==> src/rtl/route_distributor_seq_if.sv <==
// Request/allocation/grant bundle between the lane-request logic and the route distributor.
// master drives requests and releases; slave is the distributor.
interface route_distributor_seq_if #(
    parameter int unsigned CHANNEL_NUM   = 8,
    parameter int unsigned CAPACITOR_NUM = 16
);
    localparam int unsigned CH_W  = $clog2(CHANNEL_NUM);
    localparam int unsigned CAP_W = $clog2(CAPACITOR_NUM);
    localparam int unsigned CNT_W = $clog2(CAPACITOR_NUM + 1);

    logic                     req_valid;
    logic                     req_ready;
    logic [CHANNEL_NUM-1:0]   req_mask;
    logic                     fill_hi;
    logic [CAPACITOR_NUM-1:0] release_mask;
    logic                     alloc_valid;
    logic [CH_W-1:0]          alloc_ch;
    logic [CAP_W-1:0]         alloc_cap;
    logic                     grant_valid;
    logic [CAPACITOR_NUM-1:0] grant_mask;
    logic                     overflow;
    logic [CHANNEL_NUM-1:0]   rem_mask;
    logic [CAPACITOR_NUM-1:0] busy_mask;
    logic [CNT_W-1:0]         free_cnt;

    modport master (
        output req_valid, req_mask, fill_hi, release_mask,
        input  req_ready, alloc_valid, alloc_ch, alloc_cap, grant_valid,
               grant_mask, overflow, rem_mask, busy_mask, free_cnt
    );

    modport slave (
        input  req_valid, req_mask, fill_hi, release_mask,
        output req_ready, alloc_valid, alloc_ch, alloc_cap, grant_valid,
               grant_mask, overflow, rem_mask, busy_mask, free_cnt
    );
endinterface

==> src/rtl/route_distributor_seq.sv <==
// Sequential channel-to-capacitor route allocator: binds one requested channel per cycle
// to a free capacitor slot, tracks occupancy and per-slot releases, reports overflow.
module route_distributor_seq #(
    parameter int unsigned CHANNEL_NUM   = 8,
    parameter int unsigned CAPACITOR_NUM = 16
) (
    input  logic                    clk,
    input  logic                    rst,
    route_distributor_seq_if.slave  bus
);
    localparam int unsigned CH_W  = $clog2(CHANNEL_NUM);
    localparam int unsigned CAP_W = $clog2(CAPACITOR_NUM);
    localparam int unsigned CNT_W = $clog2(CAPACITOR_NUM + 1);

    typedef enum logic [1:0] {
        S_IDLE  = 2'd0,
        S_ALLOC = 2'd1,
        S_DONE  = 2'd2
    } state_e;

    state_e                   state_q, state_d;
    logic [CHANNEL_NUM-1:0]   pending_q, pending_d;
    logic                     order_q, order_d;
    logic [CAPACITOR_NUM-1:0] busy_q, busy_d;
    logic [CAPACITOR_NUM-1:0] grant_acc_q, grant_acc_d;
    logic [CNT_W-1:0]         free_cnt_q, free_cnt_d;
    logic                     req_ready_q, req_ready_d;
    logic                     alloc_valid_q, alloc_valid_d;
    logic [CH_W-1:0]          alloc_ch_q, alloc_ch_d;
    logic [CAP_W-1:0]         alloc_cap_q, alloc_cap_d;
    logic                     grant_valid_q, grant_valid_d;
    logic [CAPACITOR_NUM-1:0] grant_mask_q, grant_mask_d;
    logic                     overflow_q, overflow_d;
    logic [CHANNEL_NUM-1:0]   rem_mask_q, rem_mask_d;

    logic [CAPACITOR_NUM-1:0] cap_onehot;
    logic [CHANNEL_NUM-1:0]   ch_onehot;
    logic [CH_W-1:0]          nxt_ch;
    logic                     nxt_ch_found;
    logic [CAP_W-1:0]         lo_cap, hi_cap, nxt_cap;
    logic                     nxt_cap_found;

    // The registered alloc outputs hold the decision for the current ALLOC cycle.
    assign cap_onehot = CAPACITOR_NUM'(1) << alloc_cap_q;
    assign ch_onehot  = CHANNEL_NUM'(1) << alloc_ch_q;

    // Next-state and request bookkeeping.
    always_comb begin
        state_d     = state_q;
        pending_d   = pending_q;
        order_d     = order_q;
        grant_acc_d = grant_acc_q;
        busy_d      = busy_q & ~bus.release_mask;
        overflow_d  = 1'b0;
        rem_mask_d  = '0;
        case (state_q)
            S_IDLE: begin
                if (bus.req_valid && req_ready_q) begin
                    pending_d   = bus.req_mask;
                    order_d     = bus.fill_hi;
                    grant_acc_d = '0;
                    state_d     = (bus.req_mask != '0) ? S_ALLOC : S_DONE;
                end
            end
            S_ALLOC: begin
                if (alloc_valid_q) begin
                    busy_d      = busy_d | cap_onehot;
                    grant_acc_d = grant_acc_q | cap_onehot;
                    pending_d   = pending_q & ~ch_onehot;
                    if (pending_d == '0) begin
                        state_d = S_DONE;
                    end
                end else begin
                    overflow_d = 1'b1;
                    rem_mask_d = pending_q;
                    state_d    = S_DONE;
                end
            end
            S_DONE:  state_d = S_IDLE;
            default: state_d = S_IDLE;
        endcase
    end

    // Lowest pending channel of the next cycle.
    always_comb begin
        nxt_ch       = '0;
        nxt_ch_found = 1'b0;
        for (int unsigned i = 0; i < CHANNEL_NUM; i++) begin
            if (pending_d[i] && !nxt_ch_found) begin
                nxt_ch       = CH_W'(i);
                nxt_ch_found = 1'b1;
            end
        end
    end

    // Lowest and highest free slot of the next-cycle occupancy.
    always_comb begin
        lo_cap        = '0;
        hi_cap        = '0;
        nxt_cap_found = 1'b0;
        for (int unsigned i = 0; i < CAPACITOR_NUM; i++) begin
            if (!busy_d[i]) begin
                if (!nxt_cap_found) begin
                    lo_cap = CAP_W'(i);
                end
                hi_cap        = CAP_W'(i);
                nxt_cap_found = 1'b1;
            end
        end
        nxt_cap = order_d ? hi_cap : lo_cap;
    end

    // Output register inputs, including free-slot popcount.
    always_comb begin
        req_ready_d   = (state_d == S_IDLE);
        alloc_valid_d = (state_d == S_ALLOC) && nxt_ch_found && nxt_cap_found;
        alloc_ch_d    = alloc_valid_d ? nxt_ch : '0;
        alloc_cap_d   = alloc_valid_d ? nxt_cap : '0;
        grant_valid_d = (state_d == S_DONE);
        grant_mask_d  = (state_d == S_DONE) ? grant_acc_d : '0;
        free_cnt_d    = '0;
        for (int unsigned i = 0; i < CAPACITOR_NUM; i++) begin
            free_cnt_d = free_cnt_d + CNT_W'(~busy_d[i]);
        end
    end

    always_ff @(posedge clk or posedge rst) begin
        if (rst) begin
            state_q       <= S_IDLE;
            pending_q     <= '0;
            order_q       <= 1'b0;
            busy_q        <= '0;
            grant_acc_q   <= '0;
            free_cnt_q    <= CNT_W'(CAPACITOR_NUM);
            req_ready_q   <= 1'b1;
            alloc_valid_q <= 1'b0;
            alloc_ch_q    <= '0;
            alloc_cap_q   <= '0;
            grant_valid_q <= 1'b0;
            grant_mask_q  <= '0;
            overflow_q    <= 1'b0;
            rem_mask_q    <= '0;
        end else begin
            state_q       <= state_d;
            pending_q     <= pending_d;
            order_q       <= order_d;
            busy_q        <= busy_d;
            grant_acc_q   <= grant_acc_d;
            free_cnt_q    <= free_cnt_d;
            req_ready_q   <= req_ready_d;
            alloc_valid_q <= alloc_valid_d;
            alloc_ch_q    <= alloc_ch_d;
            alloc_cap_q   <= alloc_cap_d;
            grant_valid_q <= grant_valid_d;
            grant_mask_q  <= grant_mask_d;
            overflow_q    <= overflow_d;
            rem_mask_q    <= rem_mask_d;
        end
    end

    assign bus.req_ready   = req_ready_q;
    assign bus.alloc_valid = alloc_valid_q;
    assign bus.alloc_ch    = alloc_ch_q;
    assign bus.alloc_cap   = alloc_cap_q;
    assign bus.grant_valid = grant_valid_q;
    assign bus.grant_mask  = grant_mask_q;
    assign bus.overflow    = overflow_q;
    assign bus.rem_mask    = rem_mask_q;
    assign bus.busy_mask   = busy_q;
    assign bus.free_cnt    = free_cnt_q;
endmodule

==> src/flat_wrapper.sv <==
// flat-port wrapper written by rule: the top's interface ports become plain ports
module route_distributor_seq_flat 
#(
    parameter int unsigned CHANNEL_NUM   = 8,
    parameter int unsigned CAPACITOR_NUM = 16
)
  (clk, rst, bus_req_valid, bus_req_mask, bus_fill_hi, bus_release_mask, bus_req_ready, bus_alloc_valid, bus_alloc_ch, bus_alloc_cap, bus_grant_valid, bus_grant_mask, bus_overflow, bus_rem_mask, bus_busy_mask, bus_free_cnt);
  route_distributor_seq_if #(.CHANNEL_NUM(CHANNEL_NUM), .CAPACITOR_NUM(CAPACITOR_NUM)) bus_i ();
  input  logic clk;
  input  logic rst;
  input wire logic [$bits(bus_i.req_valid)-1:0] bus_req_valid;
  input wire logic [$bits(bus_i.req_mask)-1:0] bus_req_mask;
  input wire logic [$bits(bus_i.fill_hi)-1:0] bus_fill_hi;
  input wire logic [$bits(bus_i.release_mask)-1:0] bus_release_mask;
  output wire logic [$bits(bus_i.req_ready)-1:0] bus_req_ready;
  output wire logic [$bits(bus_i.alloc_valid)-1:0] bus_alloc_valid;
  output wire logic [$bits(bus_i.alloc_ch)-1:0] bus_alloc_ch;
  output wire logic [$bits(bus_i.alloc_cap)-1:0] bus_alloc_cap;
  output wire logic [$bits(bus_i.grant_valid)-1:0] bus_grant_valid;
  output wire logic [$bits(bus_i.grant_mask)-1:0] bus_grant_mask;
  output wire logic [$bits(bus_i.overflow)-1:0] bus_overflow;
  output wire logic [$bits(bus_i.rem_mask)-1:0] bus_rem_mask;
  output wire logic [$bits(bus_i.busy_mask)-1:0] bus_busy_mask;
  output wire logic [$bits(bus_i.free_cnt)-1:0] bus_free_cnt;
  assign bus_i.req_valid = bus_req_valid;
  assign bus_i.req_mask = bus_req_mask;
  assign bus_i.fill_hi = bus_fill_hi;
  assign bus_i.release_mask = bus_release_mask;
  assign bus_req_ready = bus_i.req_ready;
  assign bus_alloc_valid = bus_i.alloc_valid;
  assign bus_alloc_ch = bus_i.alloc_ch;
  assign bus_alloc_cap = bus_i.alloc_cap;
  assign bus_grant_valid = bus_i.grant_valid;
  assign bus_grant_mask = bus_i.grant_mask;
  assign bus_overflow = bus_i.overflow;
  assign bus_rem_mask = bus_i.rem_mask;
  assign bus_busy_mask = bus_i.busy_mask;
  assign bus_free_cnt = bus_i.free_cnt;
  route_distributor_seq #(.CHANNEL_NUM(CHANNEL_NUM), .CAPACITOR_NUM(CAPACITOR_NUM)) u_core (.clk(clk), .rst(rst), .bus(bus_i));
endmodule
==> config.mk <==
export PLATFORM = sky130hd
export DESIGN_NAME = route_distributor_seq_flat
export DESIGN_NICKNAME = d
export VERILOG_FILES = /design/src/rtl/route_distributor_seq_if.sv /design/src/rtl/route_distributor_seq.sv /design/src/flat_wrapper.sv
export SDC_FILE = /design/constraint.sdc
export NUM_CORES = 1
export LEC_CHECK = 0
export CORE_ASPECT_RATIO = 2
export CORE_MARGIN = 5
export CORE_UTILIZATION = 38
export CTS_BUF_LIST = sky130_fd_sc_hd__clkbuf_16
export CTS_CLUSTER_DIAMETER = 120
export DETAILED_ROUTE_END_ITERATION = 12
export PLACE_DENSITY_LB_ADDON = 0.08
export SYNTH_ARGS = -nofsm -noshare
export SYNTH_HDL_FRONTEND = slang
export SYNTH_SLANG_ARGS = --single-unit
==> constraint.sdc <==
create_clock -name clk -period 4.25 [get_ports clk]
set_input_delay 0.6375 -clock clk [delete_from_list [all_inputs] [get_ports clk]]
set_output_delay 0.6375 -clock clk [all_outputs]
set_load 0.005 [all_outputs]
After elaboration in Yosys (flattened, before gate mapping)

Cells that the tools add are included.

Flip-flop bits (word level): 83
Input bits: 28
Logic and storage cells: 176
Output and inout bits: 56

Reduce and logical (&&, ||, !) cells: 21
Multiplexer cells: 99
Equality and inequality tests: 3
Shift-type cells: 2
Add/sub/neg operators: 15
Bitwise operators: 22

Operators by type and width:

| kind                                              | count |
|---|---|
| two-way mux 4 bit                                 | 39 |
| two-way mux 16 bit                                | 5 |
| NOT 1 -> 5 bit                                    | 16 |
| adder 5 bit                                       | 15 |
| two-way mux 8 bit                                 | 4 |
| bitwise OR 16 bit                                 | 2 |
| case mux 16 bit (2 select lines)                  | 1 |
| two-way mux 1 bit                                 | 31 |
| two-way mux 3 bit                                 | 9 |
| AND 16 bit                                        | 1 |
| two-way mux 2 bit                                 | 8 |
| NOT 16 bit                                        | 1 |
| case mux 8 bit (2 select lines)                   | 1 |
| << shifter 1 x 4 -> 16 bit (first input constant) | 1 |
| logical AND 1 bit                                 | 10 |
| AND 8 bit                                         | 1 |
| zero test 8 bit                                   | 1 |
| NOT 8 bit                                         | 1 |
| nonzero test 8 bit                                | 1 |
| << shifter 1 x 3 -> 8 bit (first input constant)  | 1 |
| zero test 1 bit                                   | 7 |
| == test 2 x 1 -> 1 bit (second input constant)    | 2 |
| zero test 2 bit                                   | 2 |
| case mux 2 bit (2 select lines)                   | 1 |
| == test 2 bit (second input constant)             | 1 |

Depth between registers and ports, before layout

Word-level depth: 37
Depth in mapped cells: 17

Least setup slack after synthesis

Ideal clock, no wire load.

Path kind: register to register
Start point: register u_core.state_q[1]
End point: register u_core.free_cnt_q[4], in the netlist u_core.bus.free_cnt[4]
Buffers on the path: 1
Cell stages (with the launch flop): 15
Library setup time: 60 ps
Arrival time: 4070 ps
Path slack: 120 ps
Clock period less this slack: 4130 ps
Cell sequence: dfrtp_1 -> buf_2 -> nand4b_4 -> o32a_1 -> inv_1 -> fa_1 -> fa_1 -> fa_1 -> inv_1 -> fa_1 -> ha_1 -> inv_1 -> fa_1 -> nor2b_1 -> o21a_1

Elaborated cells on any way between the ends: 33
Classes of those cells: 15 x add/sub; 1 x eq/ne; 1 x mux; 16 x bitwise

RTL lines:

| item                           | RTL line                     | source |
|---|---|---|
| from (decl)                    | route_distributor_seq.sv:21  | `state_e state_q, state_d;` |
| from (signal assigned)         | route_distributor_seq.sv:144 | `state_q <= state_d;` |
| == test 2 x 1 -> 1 bit         | route_distributor_seq.sv:56  | `case (state_q)` |
| two-way mux 16 bit             | route_distributor_seq.sv:56  |  |
| named net u_core.busy_d[9]     | route_distributor_seq.sv:24  | `logic [CAPACITOR_NUM-1:0] busy_q, busy_d;` |
| NOT 1 -> 5 bit                 | route_distributor_seq.sv:123 | `free_cnt_d = free_cnt_d + CNT_W'(~busy_d[i]);` |
| adder 5 bit (7 in series)      | route_distributor_seq.sv:123 |  |
| named net u_core.free_cnt_d[4] | route_distributor_seq.sv:26  | `logic [CNT_W-1:0] free_cnt_q, free_cnt_d;` |
| to (signal assigned)           | route_distributor_seq.sv:134 | `free_cnt_q <= CNT_W'(CAPACITOR_NUM);` |
| to (signal assigned)           | route_distributor_seq.sv:149 | `free_cnt_q <= free_cnt_d;` |
| to (decl)                      | route_distributor_seq.sv:26  |  |

The timed path passes the listed nets, and every way through them passes these cells.

Worst setup path in the final report

Start point: register u_core.state_q[1]
End point: register u_core.free_cnt_q[1], in the netlist u_core.bus.free_cnt[1]

Longest elaborated chain between the ends: 18
Elaborated cells on any way between the ends: 33
Classes of those cells: 15 x add/sub; 1 x eq/ne; 1 x mux; 16 x bitwise

Ends and longest elaborated chain:

| item                           | RTL line |
|---|---|
| == test 2 x 1 -> 1 bit         | route_distributor_seq.sv:56 |
| two-way mux 16 bit             | route_distributor_seq.sv:56 |
| named net u_core.busy_d[0]     | route_distributor_seq.sv:24 |
| NOT 1 -> 5 bit                 | route_distributor_seq.sv:123 |
| adder 5 bit (15 in series)     | route_distributor_seq.sv:123 |
| named net u_core.free_cnt_d[1] | route_distributor_seq.sv:26 |

The timed path passes the listed nets, and every way through them passes these cells.

==> metrics <==
area grow syn2layout 39.3%; met2 routed WL approximately 7400 um; # DRC 0; Min Hold Slack ~0.47 ns; Slew Limit Fails 0; P_leak roughly 2.6 nW; largest area contributor in the netlist dfrtp_1; DPL Wire Length between 9000 and 10000 um; WHS Path Cells 1; min cycle time layout around 4.1 ns; Post-synth EDFFs 0; clk sink count between 80 and 90; Reg clk slew, reported paths 0.06 ns; CTS buffer count 9; hold path start u_core.grant_acc_q[13]; die span in y roughly 160 um; post-synthesis cell count ~400; max_slew headroom roughly 53%; net count of the finished layout 561; Root Buffer clkbuf_16; # H-tree levels 3; drt pass-1 iters 4; initial antenna violation count 0; Overall Power approximately 3.0 mW; deepest clock path buffer count 2; syn nets roughly 430; Hold Fails Final Rpt 0; WP data arrival between 4 and 5 ns; Std-Cell Core Area roughly 10000 um2; Max Freq 242 MHz; final setup fails 0; period utilization between 90 and 100%; Slew @ Worst Pin just under 0.7 ns; top cell type's share of synthesized area between 50% and 60%; Synth Register Bits 83; DR top layer met4; PortBufs 83; RSZ-0062 raised after global routing true; worst endpoint required time between 4 and 5 ns; top cells by area, synth dfrtp_1 50%, fa_1 4.9%, inv_1 4.4%; CP startpoint u_core.state_q[1]; Pwr Density 523 nW/um2; chip width 83.0 um; Reg2Reg Depth 16; Rows 53; metal3 WL approximately 410 um; DRT iter0 DRCs ~160; Seq/Total Area, Yosys 51.4%; synth unique cells 63; Synthesis Warnings 0; Die Area 12900 um2; hold crit path type reg2reg; max-cap check violation count 0; peak supply drop ~310 uV; Mapped Area ~4000 um2; Clk Latency, worst-skew pair between 0.3 and 0.4 ns; Placer Congestion 0.863; Main synth FF type dfrtp_1; TritonCTS clock tree built; outcome complete, no violations; Syn Area/Cell roughly 10 um2; routed len/inst 18.2 um; gr ovfl total 0; RR Startpoint u_core.state_q[1]; CP Capture Type register; post-route cell area between 5000 and 6000 um2; via count around 3400; Hold Buf Count CTS 0; number of global-route vias before repair approximately 3700; first-pass GRT wire length between 15000 and 20000 um; Vias/cell about 5; number of top-level pins 84; Post-DP Area about 5300 um2; final wirelength roughly 12000 um; Initial Util 38.6%; layout cells sized above 1 approximately 17%; startpoint class of the critical path register; worst clock skew approximately 0.0043 ns; Ant. Diodes 0; Metal-1 WL ~3800 um; Worst Path Max Fanout 5; largest net degree at the start of global routing 35; total track usage between 10% and 20%; filler instances roughly 1000; ANT nets after route 0; fraction of registers with async set/reset 100%; WS Path Type reg2reg
cells in the final DEF, fill, tap and decap left out, types with 3 or more instances in the layout:
master,synthesis,final
o21a_1,3,3
o211ai_1,6,6
o21ai_0,18,18
a22oi_1,5,5
dfrtp_1,81,78
nor2b_1,10,9
a211oi_1,6,6
nand3_1,5,5
nand2b_1,5,5
a21o_1,6,6
dfrtp_2,0,3
inv_1,48,44
nand4_1,4,4
and2_1,19,19
a22o_1,6,6
buf_4,2,44
clkdlybuf4s50_1,0,83
ha_1,7,6
inv_2,1,4
nand2_1,23,23
nor2_1,31,30
o2bb2ai_1,3,3
nor3_1,9,9
and3_1,3,3
clkinv_4,0,3
a21oi_1,20,19
o22ai_1,3,3
clkbuf_16,0,9
fa_1,10,9
final cells by class:
class | count | area [um2] | share of cell area, %
Timing Repair Buffer | 127 | 1160 | 20.6
Sequential cell | 83 | 2080 | 36.9
Inverter | 49 | 185 | 3.28
Clock inverter | 7 | 68.8 | 1.22
Multi-Input combinational cell | 246 | 1750 | 31.0
Tap cell | 137 | 171 | 3.04
Clock buffer | 9 | 225 | 3.99
worst max-delay path, stage by stage, from the launching register on:
cell and delay (ns):
dfrtp_1 0.42, and4bb_2 0.32, nand2b_1 0.07, nor2_1 0.13
buf_4 0.14, a21o_1 0.11, inv_2 0.04, fa_1 0.49
inv_2 0.05, fa_1 0.46, fa_1 0.49, inv_1 0.05
fa_1 0.49, ha_2 0.19, inv_2 0.04, fa_2 0.50
inv_1 0.04
sequential cells by signal, indices dropped and copies added, names as in the netlist:
name                    flops
u_core.bus.busy_mask       16
u_core.bus.grant_mask      16
u_core.bus.alloc_cap        4
u_core.state_q              2
u_core.bus.free_cnt         5
u_core.bus.overflow         1
u_core.bus.grant_valid      1
u_core.bus.req_ready        1
u_core.grant_acc_q         16
u_core.pending_q            8
u_core.bus.rem_mask         8
u_core.bus.alloc_ch         3
u_core.bus.alloc_valid      1
u_core.order_q              1
cells by family (layout without fill, tap and decap cells):
family / Yosys count / in the layout / share of synthesized area, %
flip-flops: 83 / 83 / 51.4
multiplexers: 1 / 1 / 0.247
buffers and inverters: 60 / 192 / 5.96
adder cells (fa/ha/maj): 17 / 17 / 7.11
XOR/XNOR: 2 / 2 / 0.433
AND/OR/NAND/NOR: 128 / 128 / 18.0
AO/OA/AOI/OAI: 98 / 98 / 16.9
per-stage QoR:
| step | util (%) | cells | setup slack (ns) | TNS (ns) |
|---|---|---|---|---|
| finish | 53.8 | 658 | 0.115 | 0 |
| CTS | 53.7 | 657 | 0.00199 | 0 |
| global placement | 50.6 | 639 | -0.352 | -1.16 |
| global route | 53.8 | 658 | -0.110 | -0.182 |
| floorplan | - | 389 | 0.120 | 0 |
| detailed placement | 50.6 | 639 | -0.379 | -1.21 |
per-layer routing:
layer / vias up / global-route usage [%]
met5: - / 0
met1: 1663 / 17.1
li1: 1592 / -
met4: 0 / 9.28
met2: 78 / 39.7
met3: 23 / 3.65
synthesized netlist by cell type, types with 7 or more instances:
master   number
and2_1       19
inv_1        48
nor2_1       31
o21ai_0      18
a21oi_1      20
ha_1          7
dfrtp_1      81
fa_1         10
nor2b_1      10
nand2_1      23
nor3_1        9
repair_timing:
item	4_1_cts	5_1_grt
setup buffers	2	1
resized for setup	7	5
pin swaps	0	4
setup endpoints to repair	2	4
worst paths after layout:
check	endpoint	slack, ns
min in group asynchronous	u_core.bus.grant_mask[15]	0.66
setup reg to reg	u_core.bus.free_cnt[1]	0.12
hold / removal	u_core.grant_acc_q[13]	0.47
setup / recovery	u_core.bus.free_cnt[1]	0.12
max in group asynchronous	u_core.bus.alloc_cap[2]	2.79
hold reg to reg	u_core.grant_acc_q[13]	0.47
where the power goes:
| part | switching, mW | internal (mW) | leakage, nW |
|---|---|---|---|
| Combinational | 0.582 | 0.524 | 1.36 |
| Sequential | 0.143 | 0.936 | 1.13 |
| Clock | 0.315 | 0.453 | 0.144 |
| Total | 1.04 | 1.91 | 2.63 |
(Power assumes the default switching activity.)
